## config.mk

```make
export PLATFORM = sky130hd
export DESIGN_NAME = uart_echo_tester
export DESIGN_NICKNAME = d
export VERILOG_FILES = /design/src/rtl/uart_pkg.sv /design/src/rtl/uart_echo_tester.sv
export SDC_FILE = /design/constraint.sdc
export NUM_CORES = 1
export LEC_CHECK = 0
export CAP_MARGIN = 0
export CELL_PAD_IN_SITES_DETAIL_PLACEMENT = 1
export CELL_PAD_IN_SITES_GLOBAL_PLACEMENT = 1
export CORE_MARGIN = 4
export CORE_UTILIZATION = 47
export DETAILED_ROUTE_END_ITERATION = 8
export DONT_BUFFER_PORTS = 1
export PLACE_DENSITY_LB_ADDON = 0.1
export RECOVER_POWER = 25
export SLEW_MARGIN = 20
export SYNTH_ARGS = -nofsm -noshare
export SYNTH_HDL_FRONTEND = slang
export SYNTH_SLANG_ARGS = --single-unit
```

## constraint.sdc

```tcl
create_clock -name clk -period 3.1 [get_ports clk]
set_input_delay 0.62 -clock clk [delete_from_list [all_inputs] [get_ports clk]]
set_output_delay 0.62 -clock clk [all_outputs]
set_load 0.005 [all_outputs]
```

## src/rtl/uart_pkg.sv

```systemverilog
`default_nettype none
// ============================================================================
// Module : uart_pkg
// Purpose: Shared definitions for the UART echo link: tester state encoding
//          and the default echo timeout.
// Ports  : (package, no ports)
// Rev    : 1.0  initial release
// ============================================================================
package uart_pkg;

   // Clocks allowed from a byte's tx_start to its echo rx_done.
   localparam int unsigned TIMEOUT_DEFAULT = 200000;

   // Echo tester state encoding.
   typedef logic [2:0] state_t;
   localparam logic [2:0] ST_IDLE    = 3'd0;
   localparam logic [2:0] ST_SEND    = 3'd1;
   localparam logic [2:0] ST_WAIT_TX = 3'd2;
   localparam logic [2:0] ST_WAIT_RX = 3'd3;
   localparam logic [2:0] ST_CHECK   = 3'd4;
   localparam logic [2:0] ST_FINISH  = 3'd5;

endpackage : uart_pkg
`default_nettype wire

```

## src/rtl/uart_echo_tester.sv

```systemverilog
`default_nettype none
// ============================================================================
// Module : uart_echo_tester
// Purpose: Sends a numbered burst of bytes through uart_top's transmitter,
//          waits for each byte's echo on the receiver, compares it and
//          reports pass/fail, an error count and a sticky timeout flag.
// Ports  : clk, reset (sync, active low)
//          start, byte_count          burst request (0 = 256 bytes)
//          tx_start, tx_data, tx_done transmit handshake with uart_top
//          rx_done, rx_data           receive strobe from uart_top
//          busy, done, pass           burst status
//          err_count, timeout_seen    error reporting
//          last_rx                    most recent accepted echo byte
// Rev    : 1.0  initial release
// ============================================================================
module uart_echo_tester
   import uart_pkg::*;
#(
   parameter int unsigned TIMEOUT_CYCLES = TIMEOUT_DEFAULT,
   parameter logic [7:0]  SEED           = 8'h00
) (
   input  logic       clk,
   input  logic       reset,
   input  logic       start,
   input  logic [7:0] byte_count,
   output logic       tx_start,
   output logic [7:0] tx_data,
   input  logic       tx_done,
   input  logic       rx_done,
   input  logic [7:0] rx_data,
   output logic       busy,
   output logic       done,
   output logic       pass,
   output logic [7:0] err_count,
   output logic       timeout_seen,
   output logic [7:0] last_rx
);

   localparam int CW = $clog2(TIMEOUT_CYCLES + 1);

   state_t        state_q, state_d;
   logic [7:0]    idx_q, idx_d;
   logic [8:0]    rem_q, rem_d;
   logic [CW-1:0] tmo_cnt_q, tmo_cnt_d;
   logic          got_echo_q, got_echo_d;
   logic          tmo_pend_q, tmo_pend_d;
   logic          tx_start_q, tx_start_d;
   logic [7:0]    tx_data_q, tx_data_d;
   logic          busy_q, busy_d;
   logic          done_q, done_d;
   logic          pass_q, pass_d;
   logic [7:0]    err_q, err_d;
   logic          tmo_seen_q, tmo_seen_d;
   logic [7:0]    last_rx_q, last_rx_d;

   // One extra bit so the increment cannot wrap before the compare.
   logic [CW:0]   w_cnt_inc;
   logic          w_hit;
   logic          w_bad;

   assign w_cnt_inc = {1'b0, tmo_cnt_q} + {{CW{1'b0}}, 1'b1};
   // ">=" rather than "==" so a tx_done arriving on the very last allowed
   // clock still times out in WAIT_RX instead of counting past the limit.
   assign w_hit     = (w_cnt_inc >= (CW + 1)'(TIMEOUT_CYCLES));
   assign w_bad     = tmo_pend_q || (last_rx_q != tx_data_q);

   always_comb begin
      state_d    = state_q;
      idx_d      = idx_q;
      rem_d      = rem_q;
      tmo_cnt_d  = tmo_cnt_q;
      got_echo_d = got_echo_q;
      tmo_pend_d = tmo_pend_q;
      tx_start_d = 1'b0;
      tx_data_d  = tx_data_q;
      done_d     = 1'b0;
      pass_d     = pass_q;
      err_d      = err_q;
      tmo_seen_d = tmo_seen_q;
      last_rx_d  = last_rx_q;

      case (state_q)
         ST_IDLE: begin
            if (start) begin
               state_d    = ST_SEND;
               idx_d      = 8'd0;
               rem_d      = (byte_count == 8'd0) ? 9'd256 : {1'b0, byte_count};
               err_d      = 8'd0;
               tmo_seen_d = 1'b0;
               pass_d     = 1'b0;
               tx_start_d = 1'b1;
               tx_data_d  = SEED;
            end
         end

         ST_SEND: begin
            state_d    = ST_WAIT_TX;
            // The counter holds clocks elapsed since tx_start; the SEND
            // cycle itself is the first of them.
            tmo_cnt_d  = {{(CW-1){1'b0}}, 1'b1};
            got_echo_d = 1'b0;
            tmo_pend_d = 1'b0;
         end

         ST_WAIT_TX: begin
            tmo_cnt_d = w_cnt_inc[CW-1:0];
            // An early echo is latched here and carried into WAIT_RX.
            if (rx_done && !got_echo_q) begin
               last_rx_d  = rx_data;
               got_echo_d = 1'b1;
            end
            if (tx_done) begin
               state_d = ST_WAIT_RX;
            end else if (w_hit) begin
               state_d    = ST_CHECK;
               tmo_pend_d = 1'b1;
            end
         end

         ST_WAIT_RX: begin
            tmo_cnt_d = w_cnt_inc[CW-1:0];
            if (got_echo_q) begin
               state_d = ST_CHECK;
            end else if (rx_done) begin
               last_rx_d  = rx_data;
               got_echo_d = 1'b1;
               state_d    = ST_CHECK;
            end else if (w_hit) begin
               state_d    = ST_CHECK;
               tmo_pend_d = 1'b1;
            end
         end

         ST_CHECK: begin
            if (w_bad && (err_q != 8'hFF)) begin
               err_d = err_q + 8'd1;
            end
            if (tmo_pend_q) begin
               tmo_seen_d = 1'b1;
            end
            got_echo_d = 1'b0;
            idx_d      = idx_q + 8'd1;
            rem_d      = rem_q - 9'd1;
            if (rem_q == 9'd1) begin
               state_d = ST_FINISH;
               done_d  = 1'b1;
               pass_d  = (err_d == 8'd0);
            end else begin
               state_d    = ST_SEND;
               tx_start_d = 1'b1;
               tx_data_d  = SEED + idx_q + 8'd1;
            end
         end

         ST_FINISH: begin
            state_d = ST_IDLE;
         end

         default: begin
            state_d = ST_IDLE;
         end
      endcase

      busy_d = (state_d == ST_SEND)    || (state_d == ST_WAIT_TX) ||
               (state_d == ST_WAIT_RX) || (state_d == ST_CHECK);
   end

   always_ff @(posedge clk) begin
      if (!reset) begin
         state_q    <= ST_IDLE;
         idx_q      <= 8'd0;
         rem_q      <= 9'd0;
         tmo_cnt_q  <= '0;
         got_echo_q <= 1'b0;
         tmo_pend_q <= 1'b0;
         tx_start_q <= 1'b0;
         tx_data_q  <= 8'd0;
         busy_q     <= 1'b0;
         done_q     <= 1'b0;
         pass_q     <= 1'b0;
         err_q      <= 8'd0;
         tmo_seen_q <= 1'b0;
         last_rx_q  <= 8'd0;
      end else begin
         state_q    <= state_d;
         idx_q      <= idx_d;
         rem_q      <= rem_d;
         tmo_cnt_q  <= tmo_cnt_d;
         got_echo_q <= got_echo_d;
         tmo_pend_q <= tmo_pend_d;
         tx_start_q <= tx_start_d;
         tx_data_q  <= tx_data_d;
         busy_q     <= busy_d;
         done_q     <= done_d;
         pass_q     <= pass_d;
         err_q      <= err_d;
         tmo_seen_q <= tmo_seen_d;
         last_rx_q  <= last_rx_d;
      end
   end

   assign tx_start     = tx_start_q;
   assign tx_data      = tx_data_q;
   assign busy         = busy_q;
   assign done         = done_q;
   assign pass         = pass_q;
   assign err_count    = err_q;
   assign timeout_seen = tmo_seen_q;
   assign last_rx      = last_rx_q;

endmodule : uart_echo_tester
`default_nettype wire

```

==> flow_metrics.tcl <==
set metrics [dict create \
    status "finished clean" \
    postSynthAreaPerCell_um2 7.80 \
    worst_ep_required_time_ns 3.38 \
    peakVddDrop_uv 304 \
    mostFrequentLayoutCell "nor2_1" \
    cts-htree-levels 3 \
    antenna_cells 0 \
    dp_hpwl_mm 7.29 \
    total_power_mw 1.90 \
    start_util 0.494 \
    area_growth_syn_to_layout_pct 7.94 \
    path_class "flop to flop" \
    drcViolationCount 0 \
    leakage_nw 1.36 \
    ys_ff_latch 69 \
    fmax_ghz 0.357 \
    ioPinCount 50 \
    powerDensity_nw_per_um2 480 \
    yosys.area.top_type "dfxtp_1" \
    hp-class "input port to flop" \
    synth_area_um2 3660 \
    synth.distinct_cells 55 \
    path_max_fanout 6 \
    fin_worst_skew_ns 0.0108 \
    first_global_vias 3400 \
    worstSkewPairLatency_ns 0.34 \
    numClockSinks 69 \
    clock_path_buffers 2 \
    synth-edff-count 0 \
    fin_crit_ns 2.80 \
    syn_inst 469 \
    nets 486 \
    tritoncts "built" \
    clkSlewWorstSetupHoldPaths_ns 0.08 \
    vias 3449 \
    hold_buffers 0 \
    slew_violations 0 \
    setup_viol 0 \
    fin_hold_ws_ns 0.404 \
    fin_setup_tns_ns 0 \
    vias_per_cell 6.12 \
    dieArea_um2 9260 \
    wl_mm 10.2 \
    synth-main-ff-cell "dfxtp_1" \
    async_flop_share 0 \
    core_um2 7410 \
    synth_top_area_share 0.378 \
    antenna_found_initial 0 \
    end_kind "flop" \
    slew_headroom 0.252 \
    placement.io_buffers 0 \
    routabilityCongestion 0.823 \
    grt_max_degree 36 \
    rsz0062_at_grt "no" \
    post-route-period-util 0.904 \
    initialDrtViolationCount 170 \
    cts_made_buffers 9 \
    yosysSeqAreaShare 0.378 \
    cp-start-kind "flop" \
    worst_slew_pin_slew_ns 1.12 \
    synthTopCellsByArea "dfxtp_1, nor2_1, a21oi_1" \
    die_y_um 96.2 \
    layout-drive-gt1-share 0.0796 \
    root_buffer "clkbuf_8" \
    gr-total-overflow 0 \
    layout_common_cells "nor2_1, dfxtp_1, a21oi_1" \
    cap_violations 0 \
    ctsResizeCount 0 \
    synth_nets 495 \
    track_usage 0.232 \
    cp.arrival_ns 3.09 \
    die_x_um 96.2 \
    hold_violations 0 \
    wire_per_inst_um 18.0 \
    r2r_setup_slack_ns 0.30 \
    post_cts_buffers 0 \
    drt_pass1_iterations 4 \
    ys_warn_count 0 \
    grt_pass1_wl_mm 16.7 \
    rows 31 \
    ant_nets 0 \
]
-- synth_stat cells, types with 3 or more instances --
cell      count
a31oi_1       8
nor4_1        8
nand3b_1      5
a221oi_1      4
nor2_1       80
or4_1         4
a21oi_1      38
nor3_1       16
mux2i_1      12
or3_1         4
nor2b_1       3
a22oi_1      12
buf_2         4
a311oi_1      5
inv_1         6
nand3_1      18
and3_1        6
ha_1          5
xnor2_1      15
nand2b_1      5
nand2_1      32
o21ai_0      27
a32oi_1       3
dfxtp_1      69
xor2_1        5
clkbuf_1     26
nand4_1      13
-- final timing paths --
| kind | startpoint | end | depth (start not counted) |
|---|---|---|---|
| max | tmo_cnt_q[0] | state_q[0] | 8 |
| min | reset | state_q[0] | 1 |
| max reg2reg | tmo_cnt_q[0] | state_q[0] | 8 |
| min reg2reg | got_echo_q | got_echo_q | 2 |
-- area by class of cell --
type,instances,area [um2]
Multi-Input combinational cell,360,2120
Timing Repair Buffer,13,97.6
Fill cell,944,3460
Inverter,7,26.3
Tap cell,99,124
Sequential cell,69,1380
Clock inverter,6,62.6
Clock buffer,10,138
-- metal layers --
metal	GRT usage	routed length (um)
met2	0.375	4820
met4	0.0782	80
met5	0	0
met1	0.307	4760
met3	0.0461	507
-- stage by stage --
step,cell area [um2],cells,setup WS [ns],util
after floorplan,3660,469,0.641,-
after global placement,3750,548,0.516,0.506
after detailed placement,3750,548,0.363,0.506
after CTS,3950,564,0.297,0.533
after global routing,3950,564,0.106,0.533
final,3950,564,0.297,0.533
-- state kept, by name, summed over array words and instances, names as in the netlist --
name	count
tx_start	1
rem_q	9
idx_q	8
busy	1
tx_data	8
state_q	3
last_rx	8
tmo_pend_q	1
got_echo_q	1
tmo_cnt_q	18
err_count	8
done	1
timeout_seen	1
pass	1
-- worst max-delay path: stages, from the launching register on --
cell and delay [ns]:
dfxtp_1 0.41, ha_1 0.27, nand2_1 0.18, nor4_1 0.55
xor2_1 0.17, o2bb2ai_1 0.18, a2111o_1 0.50, a2111oi_2 0.33
o21a_1 0.15
-- cells by family (layout without fill, tap and decap cells) --
family	after synthesis	after routing	synth area share
mux	14	14	0.0390
simple gates	205	205	0.270
buf+inv	40	36	0.0431
xor+xnor	20	20	0.0479
fa+ha+maj	5	5	0.0171
flops	69	69	0.378
compound gates	116	116	0.206
-- report_power, final --
| group | switching [mW] | total [mW] | internal (mW) |
|---|---|---|---|
| combinational | 0.149 | 0.223 | 0.0738 |
| clock | 0.348 | 0.739 | 0.390 |
| sequential | 0.0277 | 0.936 | 0.908 |
| total | 0.525 | 1.90 | 1.37 |
Note: power is estimated with default switching activity, not from simulation.
